===== config.mk =====
export PLATFORM = sky130hd
export DESIGN_NAME = uart_rx
export DESIGN_NICKNAME = d
export VERILOG_FILES = /design/src/rtl/uart_pkg.sv /design/src/rtl/uart_baud_tick.sv /design/src/rtl/uart_rx.sv
export SDC_FILE = /design/constraint.sdc
export NUM_CORES = 1
export LEC_CHECK = 0
export CAP_MARGIN = 0
export CORE_MARGIN = 8
export CORE_UTILIZATION = 25
export DETAILED_ROUTE_END_ITERATION = 8
export DONT_BUFFER_PORTS = 1
export GPL_TIMING_DRIVEN = 0
export MAX_ROUTING_LAYER = met4
export SYNTH_ARGS = -nofsm -noshare
export SYNTH_HDL_FRONTEND = slang
export SYNTH_SLANG_ARGS = --single-unit

===== constraint.sdc =====
create_clock -name clk -period 2.8 [get_ports clk]
set_input_delay 0 -clock clk [delete_from_list [all_inputs] [get_ports clk]]
set_output_delay 0 -clock clk [all_outputs]
set_load 0.01 [all_outputs]

===== src/rtl/uart_pkg.sv =====
// Shared definitions for the UART receive path: FSM state encoding and default frame geometry.
// Latency: n/a (types and constants only).
// Backpressure: n/a.
package uart_pkg;

    // Receiver FSM states; BRK_WAIT parks the FSM while a line break is held low.
    typedef enum logic [2:0] {
        IDLE     = 3'd0,
        START    = 3'd1,
        DATA     = 3'd2,
        STOP     = 3'd3,
        BRK_WAIT = 3'd4
    } uart_rx_state_t;

    // Default frame geometry.
    localparam int UART_DATA_BITS   = 8;
    localparam int UART_OVERSAMPLE  = 16;
    localparam int UART_SYNC_STAGES = 2;

endpackage


===== src/rtl/uart_baud_tick.sv =====
// Oversample tick generator: free-running 0..baud_div counter that pulses tick at terminal count.
// Latency: tick is decoded from the counter register, so it follows clear by baud_div+1 cycles.
// Backpressure: none; clear holds the counter at 0 so sampling can align to a start edge.
module uart_baud_tick (
    input  logic        clk,
    input  logic        rst,
    input  logic        clear,
    input  logic [15:0] baud_div,
    output logic        tick
);

    logic [15:0] cnt;

    // Terminal count; ">=" also recovers if baud_div shrinks below the current count.
    assign tick = (cnt >= baud_div);

    // Count 0..baud_div and wrap; clear forces the phase back to 0.
    always_ff @(posedge clk or posedge rst) begin
        if (rst) begin
            cnt <= 16'd0;
        end else if (clear || tick) begin
            cnt <= 16'd0;
        end else begin
            cnt <= cnt + 16'd1;
        end
    end

endmodule


===== src/rtl/uart_rx.sv =====
// UART receiver: synchronizes rxd, oversamples each bit at mid-point, delivers bytes on a valid/ready port.
// Latency: rx_valid rises one clk after the stop-bit sample (about 9.5 bit times after the start edge).
// Backpressure: single holding register; a byte completing while rx_valid && !rx_ready is dropped with overrun_err.
module uart_rx
    import uart_pkg::*;
#(
    parameter int DATA_BITS   = UART_DATA_BITS,
    parameter int OVERSAMPLE  = UART_OVERSAMPLE,
    parameter int SYNC_STAGES = UART_SYNC_STAGES
) (
    input  logic                 clk,
    input  logic                 rst,
    input  logic [15:0]          baud_div,
    input  logic                 rx_enable,
    input  logic                 rxd,
    output logic [DATA_BITS-1:0] rx_data,
    output logic                 rx_valid,
    input  logic                 rx_ready,
    output logic                 frame_err,
    output logic                 overrun_err,
    output logic                 rx_busy
);

    localparam int SCNT_W = (OVERSAMPLE > 2) ? $clog2(OVERSAMPLE) : 1;
    localparam int BCNT_W = $clog2(DATA_BITS + 1);

    // Tick counts at which START checks mid-bit and DATA/STOP take their sample.
    localparam logic [SCNT_W-1:0] HALF_LAST = SCNT_W'(OVERSAMPLE / 2 - 1);
    localparam logic [SCNT_W-1:0] FULL_LAST = SCNT_W'(OVERSAMPLE - 1);
    localparam logic [BCNT_W-1:0] BITS_LAST = BCNT_W'(DATA_BITS - 1);

    uart_rx_state_t        state;
    logic [SYNC_STAGES-1:0] sync_ff;
    logic [SYNC_STAGES-1:0] sync_live;
    logic                   rxd_s;
    logic                   sync_ok;
    logic                   armed;
    logic                   tick;
    logic                   tick_clear;
    logic [SCNT_W-1:0]      scnt;
    logic [BCNT_W-1:0]      bcnt;
    logic [DATA_BITS-1:0]   shreg;
    logic                   deliver;

    assign rxd_s      = sync_ff[SYNC_STAGES-1];
    assign sync_ok    = sync_live[SYNC_STAGES-1];
    // Hold the tick phase at 0 while idle so the first tick lands baud_div+1 clks after start detection.
    assign tick_clear = (state == IDLE);

    // rxd metastability chain; sync_live marks when the chain holds real line samples rather than reset values.
    always_ff @(posedge clk or posedge rst) begin
        if (rst) begin
            sync_ff   <= '1;
            sync_live <= '0;
        end else begin
            sync_ff   <= {sync_ff[SYNC_STAGES-2:0], rxd};
            sync_live <= {sync_live[SYNC_STAGES-2:0], 1'b1};
        end
    end

    uart_baud_tick u_baud_tick (
        .clk      (clk),
        .rst      (rst),
        .clear    (tick_clear),
        .baud_div (baud_div),
        .tick     (tick)
    );

    // Frame FSM: start qualification, LSB-first data shift, stop check, break hold-off.
    // armed requires a real high level seen in IDLE, so only a fresh falling edge starts a frame.
    always_ff @(posedge clk or posedge rst) begin
        if (rst) begin
            state     <= IDLE;
            scnt      <= '0;
            bcnt      <= '0;
            shreg     <= '0;
            armed     <= 1'b0;
            deliver   <= 1'b0;
            frame_err <= 1'b0;
            rx_busy   <= 1'b0;
        end else begin
            deliver   <= 1'b0;
            frame_err <= 1'b0;
            if (!rx_enable) begin
                state   <= IDLE;
                scnt    <= '0;
                bcnt    <= '0;
                rx_busy <= 1'b0;
                if (state == IDLE && sync_ok && rxd_s) begin
                    armed <= 1'b1;
                end
            end else begin
                case (state)
                    IDLE: begin
                        scnt <= '0;
                        bcnt <= '0;
                        if (armed && !rxd_s) begin
                            state   <= START;
                            armed   <= 1'b0;
                            rx_busy <= 1'b1;
                        end else if (sync_ok && rxd_s) begin
                            armed <= 1'b1;
                        end
                    end
                    START: begin
                        if (tick) begin
                            if (scnt == HALF_LAST) begin
                                scnt <= '0;
                                if (!rxd_s) begin
                                    state <= DATA;
                                end else begin
                                    state   <= IDLE;
                                    rx_busy <= 1'b0;
                                end
                            end else begin
                                scnt <= scnt + SCNT_W'(1);
                            end
                        end
                    end
                    DATA: begin
                        if (tick) begin
                            if (scnt == FULL_LAST) begin
                                scnt  <= '0;
                                shreg <= (shreg >> 1) | (DATA_BITS'(rxd_s) << (DATA_BITS - 1));
                                if (bcnt == BITS_LAST) begin
                                    bcnt  <= '0;
                                    state <= STOP;
                                end else begin
                                    bcnt <= bcnt + BCNT_W'(1);
                                end
                            end else begin
                                scnt <= scnt + SCNT_W'(1);
                            end
                        end
                    end
                    STOP: begin
                        if (tick) begin
                            if (scnt == FULL_LAST) begin
                                scnt <= '0;
                                if (rxd_s) begin
                                    deliver <= 1'b1;
                                    state   <= IDLE;
                                    rx_busy <= 1'b0;
                                end else begin
                                    frame_err <= 1'b1;
                                    state     <= BRK_WAIT;
                                end
                            end else begin
                                scnt <= scnt + SCNT_W'(1);
                            end
                        end
                    end
                    BRK_WAIT: begin
                        if (rxd_s) begin
                            state   <= IDLE;
                            rx_busy <= 1'b0;
                        end
                    end
                    default: begin
                        state   <= IDLE;
                        rx_busy <= 1'b0;
                    end
                endcase
            end
        end
    end

    // Holding register: load on delivery if empty or being drained this cycle, otherwise drop and flag overrun.
    always_ff @(posedge clk or posedge rst) begin
        if (rst) begin
            rx_data     <= '0;
            rx_valid    <= 1'b0;
            overrun_err <= 1'b0;
        end else begin
            overrun_err <= 1'b0;
            if (deliver) begin
                if (!rx_valid || rx_ready) begin
                    rx_data  <= shreg;
                    rx_valid <= 1'b1;
                end else begin
                    overrun_err <= 1'b1;
                end
            end else if (rx_valid && rx_ready) begin
                rx_valid <= 1'b0;
            end
        end
    end

endmodule

# Yosys cells after proc, flatten, opt, wreduce, memory -nomap -nowiden
# Index checks and enable logic that the tools add are counted.
[op_classes]
n_addsub = 3
n_lt_le_gt_ge = 1
n_eq_ne = 23
muxes = 53
bitwise_logic = 1
reduce_logical = 21
[op_table]
columns = ["cell", "n"]
rows = [
  ["two-way mux 4 bit", 9],
  ["two-way mux 3 bit", 11],
  ["two-way mux 1 bit", 27],
  ["inequality test 3 bit, second input constant", 6],
  ["adder 16 x 1 -> 16 bit, second input constant", 1],
  [">= comparator 16 bit", 1],
  ["two-way mux 16 bit", 1],
  ["case mux 3 bit (5 select lines)", 1],
  ["inequality test 3 x 2 -> 1 bit, second input constant", 4],
  ["case mux 4 bit (3 select lines)", 1],
  ["AND reduction 3 bit", 3],
  ["AND reduction 9 bit", 1],
  ["adder 4 x 1 -> 4 bit, second input constant", 2],
  ["equality test 4 x 3 -> 1 bit, second input constant", 2],
  ["OR 7 x 8 -> 8 bit", 1],
  ["case mux 4 bit (2 select lines)", 1],
  ["equality test 3 x 2 -> 1 bit, second input constant", 2],
  ["inequality test 3 x 1 -> 1 bit, second input constant", 2],
  ["AND reduction 6 bit", 1],
  ["logical AND 1 bit", 5],
  ["case mux 1 bit (5 select lines)", 1],
  ["equality test 4 bit, second input constant", 1],
  ["inequality test 2 x 1 -> 1 bit, second input constant", 2],
  ["inequality test 4 x 2 -> 1 bit, second input constant", 1],
  ["other kinds (11)", 15],
]
[totals]
register_bits = 53
input_bits = 21
output_inout_bits = 12
elab_cells = 116

# Logic depth before layout (Yosys ltp)
# Gate-level depths: netlist of the first run.
[depth]
ltp_word = 6
depth_mapped = 10
depth_no_buf = 8

# Modules after synthesis
# From an unflattened synthesis of the first run, not the netlist that was laid out.
[hier_totals]
hier_cells = 287
hier_area_um2 = 2939.1
[modules_own_cells]
columns = ["module", "n_inst", "cells_each", "area_each_um2"]
rows = [
  ["uart_rx", 1, 155, 1740.4],
  ["uart_baud_tick", 1, 132, 1198.6],
]

# Worst setup path before layout of the first run
# Ideal clock, no wire load.
[synth_timing]
path_kind = "register to register"
startpoint = "register u_baud_tick.cnt[0]"
endpoint = "register state[1]"
t_arrival_ns = 2.162
slack_ns = 0.547
stages_incl_launch_ff = 9
cell_sequence = "dfrtp_1 > inv_1 > ha_1 > nand2b_4 > a2111oi_4 > nor4_4 > o41ai_1 > or3b_1 > o221ai_1"
[synth_via]
elab_chain_len = 3
[synth_rtl]
columns = ["element", "line", "rtl"]
rows = [
  ["start, declared", "uart_baud_tick.sv:12", "logic [15:0] cnt;"],
  ["start signal, assigned", "uart_baud_tick.sv:24", "cnt <= cnt + 16'd1;"],
  [">= comparator 16 bit *", "uart_baud_tick.sv:15", "assign tick = (cnt >= baud_div);"],
  ["inequality test 3 x 2 -> 1 bit (no source line)", "-", ""],
  ["AND reduction 9 bit (no source line) *", "-", ""],
  ["end signal, assigned", "uart_rx.sv:73", "state <= IDLE;"],
  ["end signal, assigned", "uart_rx.sv:85", "state <= IDLE;"],
  ["end signal, assigned", "uart_rx.sv:98", "state <= START;"],
  ["end, declared", "uart_rx.sv:32", "uart_rx_state_t state;"],
]
# Mark *: on every way between the ends. The rest lies on a longest branch, timed or not.
# A chain may end at the register's enable or synchronous reset.

# Final worst setup path of the first run
# Ends and elaborated chain as after synthesis.

==> results of run 1 <==
flip-flops by register name (all words and copies together), names as in the netlist, 2 cells and up:
name,cells
sync_live,2
sync_ff,2
scnt,4
u_baud_tick.cnt,16
rx_data,8
bcnt,4
shreg,8
state,3
report_power, final:
group / switching, µW / internal [µW]
combinational: 127 / 77.4
sequential: 21.6 / 787
clock: 262 / 329
total: 410 / 1190
path summary, 6_finish.rpt:
kind                                    startpoint                  to  slack [ns]  cells past startpoint
min in group asynchronous                      rst  u_baud_tick.cnt[3]        0.24                      2
worst min register to register        sync_live[0]        sync_live[1]        0.35                      0
worst min-delay path                     rx_enable            state[1]        0.09                      3
worst max register to register  u_baud_tick.cnt[0]            state[1]        0.22                      8
worst max-delay path            u_baud_tick.cnt[0]            state[1]        0.22                      8
max in group asynchronous                      rst             deliver        2.03                      3
metal layers:
layer | part of all wire | up-vias
met1 | 0.47 | 982
li1 | - | 1018
met4 | 0.018 | 0
met2 | 0.46 | 51
met3 | 0.059 | 8
met5 | 0 | -
logic make-up (layout without fill, tap and decap cells):
| family | count (synthesis) | after routing |
|---|---|---|
| adder cells (fa/ha/maj) | 19 | 19 |
| AO/OA/AOI/OAI | 49 | 49 |
| XOR/XNOR | 14 | 14 |
| other | 1 | 1 |
| AND/OR/NAND/NOR | 102 | 102 |
| multiplexers | 16 | 16 |
| buffers and inverters | 31 | 44 |
| flip-flops | 53 | 53 |
cell usage after synthesis (2+ instances only):
master,number
dfrtp_1,51
nor2_1,34
inv_1,25
nand2_1,23
ha_1,19
nand3_1,12
a21oi_1,10
mux2_2,8
mux2_1,7
o21ai_0,7
xnor2_1,7
xor2_1,7
and3_1,6
clkbuf_1,5
nand4_1,5
nor3_1,4
nand2b_1,3
nor2b_1,3
o211ai_1,3
a21o_1,2
a22o_1,2
dfstp_2,2
o21ai_1,2
o21bai_1,2
o41ai_1,2
through the flow:
stage          instance area [µm²]  cells  setup slack (ns)  hold slack, ns
6_report                      3280    441             0.218          0.0902
5_1_grt                       3280    441            0.0279           0.121
4_1_cts                       3280    441             0.216          0.0826
3_5_place_dp                  3100    429             0.249         -0.0127
3_3_place_gp                  3080    428             0.267         0.00468
2_1_floorplan                 2900    285             0.547         0.00448
final cells by class:
cell class | instances | area [µm²] | share of cell area
inverters | 25 | 93.8 | 0.0286
clock buffers | 6 | 129 | 0.0393
well taps | 143 | 179 | 0.0546
multi-input cells | 201 | 1450 | 0.443
repair buffers | 5 | 60.1 | 0.0183
plain buffers | 6 | 23.8 | 0.00726
flip-flops and latches | 53 | 1330 | 0.406
clock inverters | 2 | 10.0 | 0.00306
critical path, stage by stage, from the launching register on:
cell and delay (ns):
dfrtp_1 0.42, inv_1 0.07, ha_1 0.27, nand2b_4 0.14, a2111oi_4 0.43, nor4_4 0.13
o41ai_1 0.55, or3b_1 0.40, o221ai_1 0.08
==> metrics.csv, run 1 <==
stage,metric,value,unit
synthesis,Yosys Warn Count,0,
global_routing,met3 Usage GRT,0.0290,
floorplanning,core area,11400,µm²
global_routing,grt met1 use,0.101,
floorplanning,starting density of the core,0.255,
timing,Slew Limit Headroom,0.566,
clock_network,postcts setup bufs,0,
synthesis,Synth Area per Inst,10.2,µm²
final_layout,most frequent cells in the layout,"51 x dfrtp_1, 34 x nor2_1, 24 x inv_1",
timing,Final Slew Violations,0,
worst_setup_path,Crit path required time,3.00,ns
floorplanning,Die Footprint,15300,µm²
detailed_routing,residual DRC count,0,
timing,Tcrit/Tclk final,0.922,
clock_network,CTS Hold Buffers Added,4,
clock_network,CTS tree,done,
clock_network,Num Clock Sinks,53,
synthesis,Yosys top cell area share,0.440,
detailed_routing,Detailed Route WL,5880,µm
global_routing,largest net degree at the start of global routing,28,
worst_setup_path,worst-path fanout max,5,
synthesis,Post-synth EDFFs,0,
timing,clock skew,0.00304,ns
floorplanning,num rows,39,
global_routing,met2 usage,0.132,
timing,min Tclk post-route,2.58,ns
clock_network,Num CTS Buffers,5,
synthesis,largest cells by area after synthesis,"dfrtp_1 44%, ha_1 8.2%, nor2_1 4.4%, inv_1 3.2%, mux2_2 3.1%",
timing,Final Hold Viols,0,
floorplanning,io pins,33,
synthesis,Yosys cell types,59,
detailed_routing,DR pass1 iterations,5,
synthesis,Adder-Cell Fraction of Synth Area,0.0820,
global_routing,first-pass GRT wire length,10000,µm
final_layout,Final Core Density,0.288,
timing,RSZ-0062 raised after global routing,no,
worst_setup_path,Critical Path AT,2.78,ns
global_routing,initial antenna violation count,0,
synthesis,"area leader, netlist",dfrtp_1,
detailed_routing,number of vias per cell,4.67,
clock_network,clk slew on worst S/H paths,0.06,ns
synthesis,Synth Cell Area,2900,µm²
synthesis,compound-cell area share of the yosys netlist,0.133,
detailed_routing,Initial DRC Count,80,
power,Pwr Density,489,nW/µm²
clock_network,root buf cell,clkbuf_16,
clock_network,CTS max path bufs,2,
timing,endpoints failing setup,0,
synthesis,mux contribution to synthesized area,0.0617,
clock_network,H-tree depth,2,
synthesis,xor-xnor portion of the synthesized cell area,0.0423,
place,IO Port Bufs,0,
hold_path,HP Class,in -> reg,
final_layout,Area Growth Syn to Fin,13.0,%
place,final RePlAce weighted congestion,0.831,
synthesis,synthesized instance count,285,
detailed_routing,Detail Route Antenna Nets,0,
final_layout,"most common cell after layout, fill and taps aside",dfrtp_1,
final_layout,Inserted Diodes,0,
timing,Fmax achieved,0.387,GHz
global_routing,final global-route overflow total,0,
global_routing,gr busiest metal,met2,
job,max-cap violation count,0,
timing,setup_tns,0,ns
synthesis,Synth Area in Simple Gates,0.181,
final_layout,layout cells sized above 1,0.111,
synthesis,sequential area share after synthesis,0.459,
power,VDD IR max,0.308,mV
floorplanning,die height,124,µm
worst_setup_path,critical path capture point type,flip-flop,
global_routing,vias in the first global route,2112,
power,Static Leak,0.00150,µW
final_layout,Final #Nets,337,
clock_network,clk_lat worst skew,0.29,ns
synthesis,Main synth FF type,dfrtp_1,
global_routing,global-route usage over all layers,0.0856,
final_layout,FILL cells,1148,
floorplanning,Die X,124,µm
status,status,"complete, no violations",
clock_network,post_cts resized,0,
power,Pwr Total,1600,µW
synthesis,#FFs+latches synth,53,
detailed_routing,WL/cell,13.3,µm
place,hpwl dp,4510,µm
timing,pin slew with the least headroom to its limit,0.642,ns
synthesis,async set-or-reset flop fraction in the synthesized netlist,1.00,
synthesis,main combinational cell family by area after synthesis,simple AND/OR/NAND/NOR gates,
worst_setup_path,CP startpoint kind,flip-flop,
detailed_routing,DR vias,2059,
worst_setup_path,Worst Setup Path Type,reg -> reg,
synthesis,syn_nets,325,
Note: power is estimated with default switching activity, not from simulation.
==> run 2, diff against run 1 <==
--- a/config.mk
+++ b/config.mk
@@ -7,11 +7,12 @@
 export LEC_CHECK = 0
 export CAP_MARGIN = 0
 export CORE_MARGIN = 8
-export CORE_UTILIZATION = 25
+export CORE_UTILIZATION = 30
 export DETAILED_ROUTE_END_ITERATION = 8
 export DONT_BUFFER_PORTS = 1
 export GPL_TIMING_DRIVEN = 0
 export MAX_ROUTING_LAYER = met4
+export PLACE_DENSITY_LB_ADDON = 0.15
 export SYNTH_ARGS = -nofsm -noshare
 export SYNTH_HDL_FRONTEND = slang
 export SYNTH_SLANG_ARGS = --single-unit
==> metrics.csv, run 2 (same netlist as run 1, synthesis figures left out) <==
stage,metric,value,unit
final_layout,FILL cells,997,
clock_network,post_cts resized,0,
floorplanning,Die X,114,µm
final_layout,Inserted Diodes,0,
final_layout,area used by multi-input combinational logic,1450,µm²
clock_network,clk_lat worst skew,0.32,ns
final_layout,Area Growth Syn to Fin,11.4,%
global_routing,vias in the first global route,2104,
timing,Slew Limit Headroom,0.499,
global_routing,first-pass GRT wire length,10500,µm
timing,setup_tns,0,ns
job,max-cap violation count,0,
place,hpwl dp,4630,µm
worst_setup_path,Worst Setup Path Type,reg -> reg,
timing,RSZ-0062 raised after global routing,no,
clock_network,CTS tree,done,
final_layout,Largest Register,u_baud_tick.cnt,
floorplanning,die height,114,µm
detailed_routing,DR vias,2067,
final_layout,final cell count without fillers,432,
floorplanning,num rows,36,
detailed_routing,residual DRC count,0,
timing,pin slew with the least headroom to its limit,0.742,ns
clock_network,Num CTS Buffers,5,
worst_setup_path,worst-path fanout max,5,
hold_path,Hold Crit Depth,3,
clock_network,root buf cell,clkbuf_8,
timing,Tcrit/Tclk final,0.944,
timing,endpoints failing setup,0,
clock_network,H-tree depth,2,
floorplanning,starting density of the core,0.302,
status,status,"complete, no violations",
final_layout,most frequent cells in the layout,"51 x dfrtp_1, 34 x nor2_1, 24 x inv_1",
timing,Final Slew Violations,0,
place,Placed Instances,419,
clock_network,Num Clock Sinks,53,
global_routing,global-route usage over all layers,0.103,
worst_setup_path,Reg2Reg Setup Slack,0.16,ns
worst_setup_path,worst reg2reg path startpoint,u_baud_tick.cnt[0],
detailed_routing,number of vias per cell,4.78,
hold_path,HP Start,rx_enable,
timing,Final Hold Viols,0,
final_layout,max FFs per register,16,
place,Setup WS pre-CTS,0.142,ns
worst_setup_path,critical path capture point type,flip-flop,
floorplanning,io pins,33,
power,VDD IR max,0.234,mV
timing,clock skew,0.0162,ns
worst_setup_path,CP startpoint kind,flip-flop,
worst_setup_path,Critical Path Sink,state[1],
final_layout,Final #Nets,338,
worst_setup_path,Crit. Startpoint,u_baud_tick.cnt[0],
final_layout,leading registers by flop count,"u_baud_tick.cnt x16, rx_data x8, shreg x8",
timing,min Tclk post-route,2.64,ns
timing,Worst Hold Slack,0.0451,ns
detailed_routing,Detail Route Antenna Nets,0,
global_routing,initial antenna violation count,0,
timing,Fmax achieved,0.378,GHz
worst_setup_path,RR Endpoint,state[1],
detailed_routing,Initial DRC Count,76,
place,IO Port Bufs,0,
hold_path,HP Class,in -> reg,
power,Static Leak,0.00148,µW
global_routing,largest net degree at the start of global routing,39,
final_layout,Register Area,1330,µm²
worst_setup_path,Crit path required time,3.02,ns
final_layout,"most common cell after layout, fill and taps aside",dfrtp_1,
detailed_routing,WL/cell,14.0,µm
clock_network,clk slew on worst S/H paths,0.11,ns
final_layout,Final Core Density,0.337,
timing,worst setup margin,0.156,ns
floorplanning,Die Footprint,13100,µm²
detailed_routing,DR pass1 iterations,4,
detailed_routing,Detailed Route WL,6040,µm
floorplanning,core area,9590,µm²
worst_setup_path,Critical Path AT,2.87,ns
global_routing,final global-route overflow total,0,
place,final RePlAce weighted congestion,0.811,
final_layout,layout cells sized above 1,0.117,
power,Pwr Density,459,nW/µm²
worst_setup_path,R2R depth,8,
clock_network,CTS max path bufs,2,
[run 2: cell count changes in the layout (fill, tap and decap cells not counted)]
cell and change:
clkbuf_16 -5, clkbuf_8 +5, inv_8 +1, buf_4 +1
inv_6 +1, clkinv_2 -2, clkbuf_1 -1, clkinv_4 +1
[run 2: cell type report]
cell class	count	area share
Buffer	6	0.00736
Clock buffer	5	0.0213
Clock inverter	3	0.00891
Inverter	25	0.0291
Multi-Input combinational cell	201	0.449
Sequential cell	53	0.411
Tap cell	133	0.0515
Timing Repair Buffer	6	0.0209
[run 2: critical path: stages (launching register included)]
cell and delay [ns]:
dfrtp_1 0.44, inv_1 0.06, ha_1 0.26, nand2b_4 0.14
a2111oi_4 0.41, nor4_4 0.12, o41ai_1 0.63, or3b_1 0.41
o221ai_1 0.07
[run 2: worst min path at each step]
| stage | end | slack [ns] |
|---|---|---|
| 2_1_floorplan | sync_ff[0] | 0.004 |
| 3_3_place_gp | sync_ff[0] | 0.005 |
| 3_5_place_dp | rx_data[4] | -0.10 |
| 4_1_cts | state[1] | 0.03 |
| 5_1_grt | state[1] | 0.05 |
| 6_report | state[1] | 0.05 |
[run 2: report_power, final]
group	switching (µW)	total, µW	leakage, µW	internal, µW
registers	20.6	807	0.000725	786
logic	130	208	0.000707	77.5
clock network	279	466	0.0000506	188
[run 2: routing by layer]
| metal | vias up | track usage | share of wire |
|---|---|---|---|
| met5 | - | - | 0 |
| met4 | 0 | 0.0346 | 0.012 |
| met3 | 6 | 0.0285 | 0.052 |
| met2 | 38 | 0.156 | 0.45 |
| met1 | 999 | 0.130 | 0.49 |
| li1 | 1024 | - | - |
[run 2: timing repair]
| action | 4_1_cts | 5_1_grt |
|---|---|---|
| hold endpoints to repair | 56 | 0 |
| setup endpoints to repair | 0 | 10 |
| setup buffers | 0 | 1 |
| hold buffers | 4 | 0 |
[run 2: stage by stage]
step	total power (µW)	instance area [µm²]
floorplan	974	2900
global placement	1020	3060
detailed placement	1030	3080
CTS	1520	3220
global route	1580	3230
finish	1480	3230
